--- src/rtl/spi_pkg.sv ---
// Shared definitions for the SPI command path.
// Holds the transmitter state encoding, the default divider/gap settings and
// the frame format (bit order and SPI mode) that spi_controller also imports.
package spi_pkg;

  localparam int unsigned CLK_DIV_DEFAULT = 2;
  localparam int unsigned CS_GAP_DEFAULT  = 4;

  // Frame format: MSB first, mode 0 (CPOL=0, CPHA=0).
  localparam bit          MSB_FIRST = 1'b1;
  localparam int unsigned SPI_MODE  = 0;

  typedef enum logic [2:0] {
    IDLE,
    SETUP,
    LOW,
    HIGH,
    HOLD,
    GAP
  } spi_state_e;

endpackage

--- src/rtl/spi_clk_div.sv ---
// Half-period divider for the SPI transmitter.
// Ports:
//   clk   - system clock
//   rst_n - synchronous active-low reset
//   en    - count while high; the count restarts from zero whenever en is low
//   tick  - one-cycle pulse every CLK_DIV enabled cycles
module spi_clk_div
  import spi_pkg::*;
#(
  parameter int unsigned CLK_DIV = CLK_DIV_DEFAULT
) (
  input  logic clk,
  input  logic rst_n,
  input  logic en,
  output logic tick
);

  localparam logic [7:0] LAST = 8'(CLK_DIV - 1);

  logic [7:0] cnt;

  always_ff @(posedge clk) begin
    if (!rst_n || !en) begin
      cnt <= '0;
    end else if (cnt == LAST) begin
      cnt <= '0;
    end else begin
      cnt <= cnt + 8'd1;
    end
  end

  assign tick = en && (cnt == LAST);

endmodule

--- src/rtl/spi_command_tx.sv ---
// SPI mode-0 command transmitter fed from a first-word-fall-through FIFO.
// Bytes are shifted out MSB first; back-to-back bytes share one chip-select
// window, otherwise chip select is held briefly and then kept high for at
// least CS_GAP cycles between frames.
// Ports:
//   clk, rst_n      - system clock, synchronous active-low reset
//   command_rddata  - FIFO head byte (valid while command_empty is low)
//   command_empty   - FIFO empty flag
//   command_pull    - one-cycle FIFO pop strobe
//   spi_clk         - SPI clock, idle low
//   spi_cs_n        - active-low chip select
//   spi_mosi        - serial data out
//   busy            - high whenever the FSM is not in IDLE
module spi_command_tx
  import spi_pkg::*;
#(
  parameter int unsigned CLK_DIV = CLK_DIV_DEFAULT,
  parameter int unsigned CS_GAP  = CS_GAP_DEFAULT
) (
  input  logic       clk,
  input  logic       rst_n,
  input  logic [7:0] command_rddata,
  input  logic       command_empty,
  output logic       command_pull,
  output logic       spi_clk,
  output logic       spi_cs_n,
  output logic       spi_mosi,
  output logic       busy
);

  localparam logic [7:0] GAP_LAST = 8'(CS_GAP - 1);

  spi_state_e state;
  logic [6:0] shreg;      // bits still to send after the one on spi_mosi
  logic [2:0] bit_cnt;    // index of the bit currently on spi_mosi
  logic [7:0] gap_cnt;
  logic       hold_half;
  logic       div_en;
  logic       tick;
  logic       last_fall;

  assign div_en = (state == SETUP) || (state == LOW) ||
                  (state == HIGH)  || (state == HOLD);

  spi_clk_div #(.CLK_DIV(CLK_DIV)) u_div (
    .clk  (clk),
    .rst_n(rst_n),
    .en   (div_en),
    .tick (tick)
  );

  // Falling edge that ends bit 0: the only point where a burst can continue.
  assign last_fall = (state == HIGH) && tick && (bit_cnt == 3'd0);

  // Pop in the same cycle the head byte is latched; gated by rst_n so no byte
  // is consumed while the FSM is being reset.
  assign command_pull = rst_n && !command_empty && ((state == IDLE) || last_fall);

  always_ff @(posedge clk) begin
    if (!rst_n) begin
      state     <= IDLE;
      shreg     <= '0;
      bit_cnt   <= '0;
      gap_cnt   <= '0;
      hold_half <= 1'b0;
      spi_clk   <= 1'b0;
      spi_cs_n  <= 1'b1;
      spi_mosi  <= 1'b0;
      busy      <= 1'b0;
    end else begin
      case (state)
        IDLE: begin
          if (!command_empty) begin
            shreg    <= command_rddata[6:0];
            spi_mosi <= command_rddata[7];
            bit_cnt  <= 3'd7;
            spi_cs_n <= 1'b0;
            busy     <= 1'b1;
            state    <= SETUP;
          end
        end
        SETUP: begin
          if (tick) begin
            spi_clk <= 1'b1;
            state   <= HIGH;
          end
        end
        HIGH: begin
          if (tick) begin
            spi_clk <= 1'b0;
            if (bit_cnt != 3'd0) begin
              spi_mosi <= shreg[6];
              shreg    <= {shreg[5:0], 1'b0};
              bit_cnt  <= bit_cnt - 3'd1;
              state    <= LOW;
            end else if (!command_empty) begin
              // Burst: next byte's bit 7 takes the low phase directly.
              spi_mosi <= command_rddata[7];
              shreg    <= command_rddata[6:0];
              bit_cnt  <= bit_cnt - 3'd1;
              state    <= LOW;
            end else begin
              hold_half <= 1'b0;
              state     <= HOLD;
            end
          end
        end
        LOW: begin
          if (tick) begin
            spi_clk <= 1'b1;
            state   <= HIGH;
          end
        end
        HOLD: begin
          // First half completes bit 0's low phase, second half is the
          // CLK_DIV chip-select hold before release.
          if (tick) begin
            if (!hold_half) begin
              hold_half <= 1'b1;
            end else begin
              spi_cs_n <= 1'b1;
              spi_mosi <= 1'b0;
              gap_cnt  <= '0;
              state    <= GAP;
            end
          end
        end
        GAP: begin
          if (gap_cnt == GAP_LAST) begin
            busy  <= 1'b0;
            state <= IDLE;
          end else begin
            gap_cnt <= gap_cnt + 8'd1;
          end
        end
        default: state <= IDLE;
      endcase
    end
  end

endmodule

--- config.mk ---
export PLATFORM = sky130hd
export DESIGN_NAME = spi_command_tx
export DESIGN_NICKNAME = d
export VERILOG_FILES = /design/src/rtl/spi_pkg.sv /design/src/rtl/spi_clk_div.sv /design/src/rtl/spi_command_tx.sv
export SDC_FILE = /design/constraint.sdc
export NUM_CORES = 1
export LEC_CHECK = 0
export BUFFER_PORTS_ARGS = -buffer_cell sky130_fd_sc_hd__buf_4
export CORE_MARGIN = 3
export CORE_UTILIZATION = 42
export DETAILED_ROUTE_END_ITERATION = 10
export PLACE_DENSITY = 0.63
export SYNTH_ARGS = -nofsm -noshare
export SYNTH_HDL_FRONTEND = slang
export SYNTH_SLANG_ARGS = --single-unit
--- constraint.sdc ---
create_clock -name clk -period 1.9 [get_ports clk]
set_input_delay 0.38 -clock clk [delete_from_list [all_inputs] [get_ports clk]]
set_output_delay 0.38 -clock clk [all_outputs]
set_load 0.02 [all_outputs]
# == Word level (Yosys, flattened, before mapping) ==
# Cells that the tools add are included.
# word_totals
ff_bits,34
elab_cells,106
input_bits,11
# op_classes
n_eq_ne,17
add_sub_neg,3
reduce_logical,34
n_mux,42
# op_table
op,count
3-bit 2-to-1 mux,12
8-bit 2-to-1 mux,3
7-bit 2-to-1 mux,3
8-bit by 1-bit adder with 8-bit output (second input constant),2
2-bit inequality test (second input constant),8
8-bit case mux with 2 select lines,1
4-bit AND reduction,4
1-bit 2-to-1 mux,15
3-bit case mux with 5 select lines,1
7-bit case mux with 2 select lines,1
2-bit nonzero test,6
8-bit by 1-bit == test with 1-bit output (second input constant),1
8-bit by 2-bit == test with 1-bit output (second input constant),1
1-bit case mux with 2 select lines,4
3-bit by 2-bit == test with 1-bit output (second input constant),2
3-bit == test (second input constant),2
3-bit zero test,2
3-bit case mux with 2 select lines,1
3-bit AND reduction,2
6-bit AND reduction,1
3-bit nonzero test,2
1-bit logical AND,5
1-bit logical OR,5
5-bit AND reduction,1
8 further kinds,11

# == Depth between registers and ports, before layout ==
# logic_depth
word_depth,9
mapped_depth,8
mapped_depth_nobuf,7

# == Cells and area by module ==
# From an unflattened synthesis, not the netlist that was laid out.
# unflattened
cells_unflattened,202
area_unflattened_um2,1846.8
# by_module_without_submodules
mod,instances,area_per_inst_um2,seq_area_each_um2,cells_per_inst
spi_command_tx,1,1477.7,520.5,162
spi_clk_div,1,369.1,160.2,40

# == Least setup slack after synthesis ==
# OpenSTA, ideal clock, no wires.
# synth_path
kind,flip-flop to output port
from,register u_div.cnt[0]
to,output command_pull
arrival_ns,1.577
required_ns,1.520
stages_incl_launch_ff,6
slack_ns,-0.057
path_buffers,0
path_cell_list,dfxtp_1 -> ha_1 -> nor3b_2 -> a31oi_1 -> nor3_1 -> o211a_1
# synth_via
elab_chain_cells,6
# synth_rtl
item,line,text
start: declaration,spi_clk_div.sv:20,logic [7:0] cnt;
start signal: assignment,spi_clk_div.sv:28,cnt <= cnt + 8'd1;
8-bit by 1-bit == test with 1-bit output,spi_clk_div.sv:32,assign tick = en && (cnt == LAST);
1-bit logical AND,spi_clk_div.sv:32,
1-bit logical AND (2 in a row),spi_command_tx.sv:53,assign last_fall = (state == HIGH) && tick && (bit_cnt == 3'd0);
1-bit logical OR,spi_command_tx.sv:57,assign command_pull = rst_n && !command_empty && ((state == IDLE) || last_fall);
1-bit logical AND,spi_command_tx.sv:57,
end: declaration,spi_command_tx.sv:24,"output logic command_pull,"
# No other way between the ends.

# == Worst setup path after layout ==
# layout_path
from,register u_div.cnt[4]
to,output command_pull
# The elaborated chain is that of the path after synthesis.

==> implementation parameters <==
Parameter                              Value

Run status
  Run status ... finished, violations left
  Violations in the final reports ... negative setup slack

Timing
  Final-layout setup total negative slack ... -0.0667 ns
  RSZ-0062 raised after global routing ... true
  Least-Margin Pin Slew ... 0.509 ns
  Post-route clock skew ... 0.00948 ns
  Final count of pins violating max slew ... 0
  Final Hold Viols ... 0
  Setup-failing EPs final ... 1
  Slew Limit Headroom ... 66.1%
  Setup ws final ... -0.0667 ns
  Tmin final ... 1.97 ns
  Fmax achieved ... 508 MHz
  Part of the cycle the worst path needs ... 104%

Critical path
  Largest stage delay, worst path ... 0.36 ns
  Worst Path Max Fanout ... 4
  Critical Setup Path Class ... reg2out
  Required time of the worst setup path ... 1.52 ns
  Nature of the critical path startpoint ... flip-flop
  Cell with the largest stage delay on the worst path ... sky130_fd_sc_hd__dfxtp_4
  Buffers plus inverters on the worst setup path ... 1
  Launch point of the worst reg-to-reg path ... u_div.cnt[4]
  Arrival time of data at the critical path endpoint ... 1.59 ns
  R2r setup slk ... 0.08 ns
  Worst path cell trace ... nor4_4, a31oi_2, nor3_2, o211a_1, buf_6
  Family of cells with the greatest summed delay on the critical path ... simple AND/OR/NAND/NOR gates
  Worst reg2reg path depth ... 7
  Capture point of the worst reg-to-reg path ... gap_cnt[6]
  Type of element capturing the critical path ... primary output

Drt
  Wire length per cell after detailed routing ... 13.3 um
  Routed vias/inst ... 5.31
  Final wirelength ... 3930 um
  Violation count after the first detailed-route iteration ... 124
  Number of vias in the routed layout ... 1,572
  Final ANT Viol Nets ... 0
  Post-route DRC violation count ... 0
  Drt pass-1 iters ... 4

Floorplanning
  FP Rows ... 23
  Core region area ... 0.00403 mm2
  IO Count ... 16
  Starting density of the core ... 44.1%
  Chip Width ... 71.1 um
  Area enclosed by the die boundary ... 0.00505 mm2
  Die outline height ... 71.1 um

Logic synthesis
  Post-synthesis sequential area ratio ... 38.3%
  Area share of the largest cell type after synthesis ... 38.3%
  Synthesized net count ... 221
  Main flop type after synthesis ... sky130_fd_sc_hd__dfxtp_1
  Post-synthesis sequential element count ... 34
  Share of flip-flops with an asynchronous set or reset after synthesis ... 0%
  Number of standard cells after synthesis ... 205
  Post-Synthesis Cell Area ... 0.00178 mm2
  Post-synth EDFFs ... 0
  Distinct cell type count after synthesis ... 46
  Number of warnings issued by yosys ... 0
  Avg Inst Size Synth ... 8.67 um2
  Library cell with the largest summed area after synthesis ... sky130_fd_sc_hd__dfxtp_1
  Top area cells in the synthesized netlist ... sky130_fd_sc_hd__dfxtp_1, sky130_fd_sc_hd__nor2_1, sky130_fd_sc_hd__ha_1, sky130_fd_sc_hd__xor2_1, sky130_fd_sc_hd__xnor2_1

GRT
  Global Route Usage Sum ... 16.6%
  GR Overflow Total ... 0
  Global-route wire length before repair ... 6690 um
  Vias in the first global route ... 1,526
  Pin count of the biggest net entering global routing ... 14
  Antenna violations before repair ... 0

CTS
  Clock latency reported for the late side of the worst-skew pair ... 0.29 ns
  Buffer type at the clock tree root ... sky130_fd_sc_hd__clkbuf_8
  H-tree depth ... 2
  Hold buffers post-CTS ... 0
  Clock-pin slew on the worst setup and hold paths ... 0.07 ns
  Deepest clock path buffer count ... 2
  Clock tree from TritonCTS ... done
  Clk sinks ... 34
  Number of buffers created by CTS ... 5

Power and ir drop
  Combinational group share of total power ... 18.1%
  Power share of the sequential group ... 47.9%
  Leak Pwr ... 0.919 nW
  Worst voltage drop across the vdd grid ... 0.380 mV
  Switching power total ... 442 uW
  Part of the power in the clock network ... 34.0%
  Total power of the final layout ... 1.63 mW
  Ratio of total power to cell area ... 712 mW/mm2
  Internal Dissipation ... 1.19 mW
  Switch share ... 27.1%

Flow run
  Number of maximum-capacitance violations ... 0

Final layout
  Filler Cells Inserted ... 386
  Nets ... 261
  Ratio of cells with drive above 1 in the final layout ... 31.7%
  Count of inserted antenna diode cells ... 0
  Area growth syn-to-layout ... 28.9%

Min path
  Worst hold start ... rst_n
  Number of cells traversed by the worst hold path ... 2
  Worst hold path endpoint ... spi_cs_n
  Class of the most critical hold timing path ... in2reg

Placement
  Gp weighted congestion ... 0.850
  Post-DP HPWL ... 2740 um
  Input/output buffers ... 15
-- layout make-up --
cell class	count	area, um2	area share [%]
Clock buffer	7	86.3	3.77
Clock inverter	1	5.00	0.218
Multi-Input combinational cell	155	1100	48.0
Timing Repair Buffer	41	319	13.9
Tap cell	50	62.6	2.73
Inverter	8	30.0	1.31
Sequential cell	34	688	30.0
-- sequential cells by signal, summed over array words and instances, names as in the netlist --
name	count
spi_mosi	1
state	3
spi_clk	1
gap_cnt	8
hold_half	1
u_div.cnt	8
shreg	7
bit_cnt	3
busy	1
spi_cs_n	1
-- stage by stage --
stage | utilization, % | std cells | hold WS [ns] | worst slack [ns] | instance area (um2)
floorplan | - | 205 | 0.441 | 0.0250 | 1780
detailed placement | 51.6 | 283 | 0.486 | 0.107 | 2080
global route | 56.9 | 296 | 0.331 | -0.195 | 2290
finish | 56.9 | 296 | 0.334 | -0.0667 | 2290
global placement | 51.6 | 283 | 0.472 | 0.134 | 2080
CTS | 54.9 | 294 | 0.328 | -0.187 | 2210
-- worst register-to-register path, stage by stage, from the launching register on --
cell	delay, ns
sky130_fd_sc_hd__dfxtp_4	0.36
sky130_fd_sc_hd__nor4_4	0.31
sky130_fd_sc_hd__buf_4	0.17
sky130_fd_sc_hd__buf_6	0.10
sky130_fd_sc_hd__nand4_4	0.15
sky130_fd_sc_hd__a2111oi_4	0.39
sky130_fd_sc_hd__xnor2_1	0.15
sky130_fd_sc_hd__nor2_1	0.06
-- kinds of logic (layout without fill, tap and decap cells) --
kind of cell | count (synthesis) | after routing | share of synthesized area [%]
xor gates and xnor gates | 13 | 13 | 6.40
DFF | 34 | 34 | 38.3
adders and majority gates | 5 | 5 | 3.52
buffers and inverters | 16 | 57 | 3.94
AOI/OAI and AO/OA | 40 | 40 | 17.0
and+or+nand+nor | 95 | 95 | 29.8
muxes | 2 | 2 | 1.13
-- worst max path at each step --
| stage | cells after the start | end | from | slack [ns] |
|---|---|---|---|---|
| after floorplan | 5 | command_pull | u_div.cnt[0] | 0.02 |
| after detailed placement | 6 | bit_cnt[1] | state[0] | 0.11 |
| final | 5 | command_pull | u_div.cnt[4] | -0.07 |
| after global placement | 6 | bit_cnt[1] | state[0] | 0.13 |
| after CTS | 7 | command_pull | u_div.cnt[1] | -0.19 |
| after global routing | 5 | command_pull | u_div.cnt[4] | -0.19 |
-- power by group through the flow --
stage | clock network (mW) | registers, mW | logic [mW]
final | 0.555 | 0.781 | 0.295
after global routing | 0.611 | 0.786 | 0.326
after CTS | 0.575 | 0.782 | 0.285
after detailed placement | 0 | 0.796 | 0.273
after global placement | 0 | 0.796 | 0.271
after floorplan | 0 | 0.798 | 0.168
-- per-layer routing --
layer,global-route usage [%],wire (um),up-vias
li1,-,-,802
met1,19.8,1800,738
met2,28.1,1930,26
met3,5.82,157,6
met4,4.80,46,0
met5,0,0,-
-- cells in the mapped netlist (3+ instances only) --
cell,n
sky130_fd_sc_hd__ha_1,5
sky130_fd_sc_hd__xnor2_1,6
sky130_fd_sc_hd__dfxtp_1,34
sky130_fd_sc_hd__a211oi_2,4
sky130_fd_sc_hd__nor3_1,3
sky130_fd_sc_hd__xor2_1,7
sky130_fd_sc_hd__o21ai_0,10
sky130_fd_sc_hd__or3_1,6
sky130_fd_sc_hd__nand3b_1,3
sky130_fd_sc_hd__nand2_1,13
sky130_fd_sc_hd__nand4_1,5
sky130_fd_sc_hd__nor2_1,32
sky130_fd_sc_hd__inv_1,8
sky130_fd_sc_hd__a211oi_1,4
sky130_fd_sc_hd__nand3_1,9
sky130_fd_sc_hd__a21oi_1,7
sky130_fd_sc_hd__clkbuf_1,5
-- layout by cell type (no fill, tap or decap), drive strengths merged, types with 3 or more instances in the layout --
master	n
nand3b	3
clkbuf	7
o21ai	11
dfxtp	34
inv	8
nor2	34
nand3	9
buf	41
nor3	3
or3	6
a21oi	7
ha	5
and2	3
nand4	6
xor2	7
xnor2	6
and3	4
nand2	13
a211oi	8
-- timing repair --
| action | CTS | global route |
|---|---|---|
| pin swaps | 4 | 8 |
| endpoints found under the setup margin | 1 | 7 |
| cloned | 0 | 0 |
| setup buffers | 3 | 2 |
| gates resized for setup | 7 | 12 |
| hold endpoints to repair | 0 | 0 |
(Power assumes the default switching activity.)
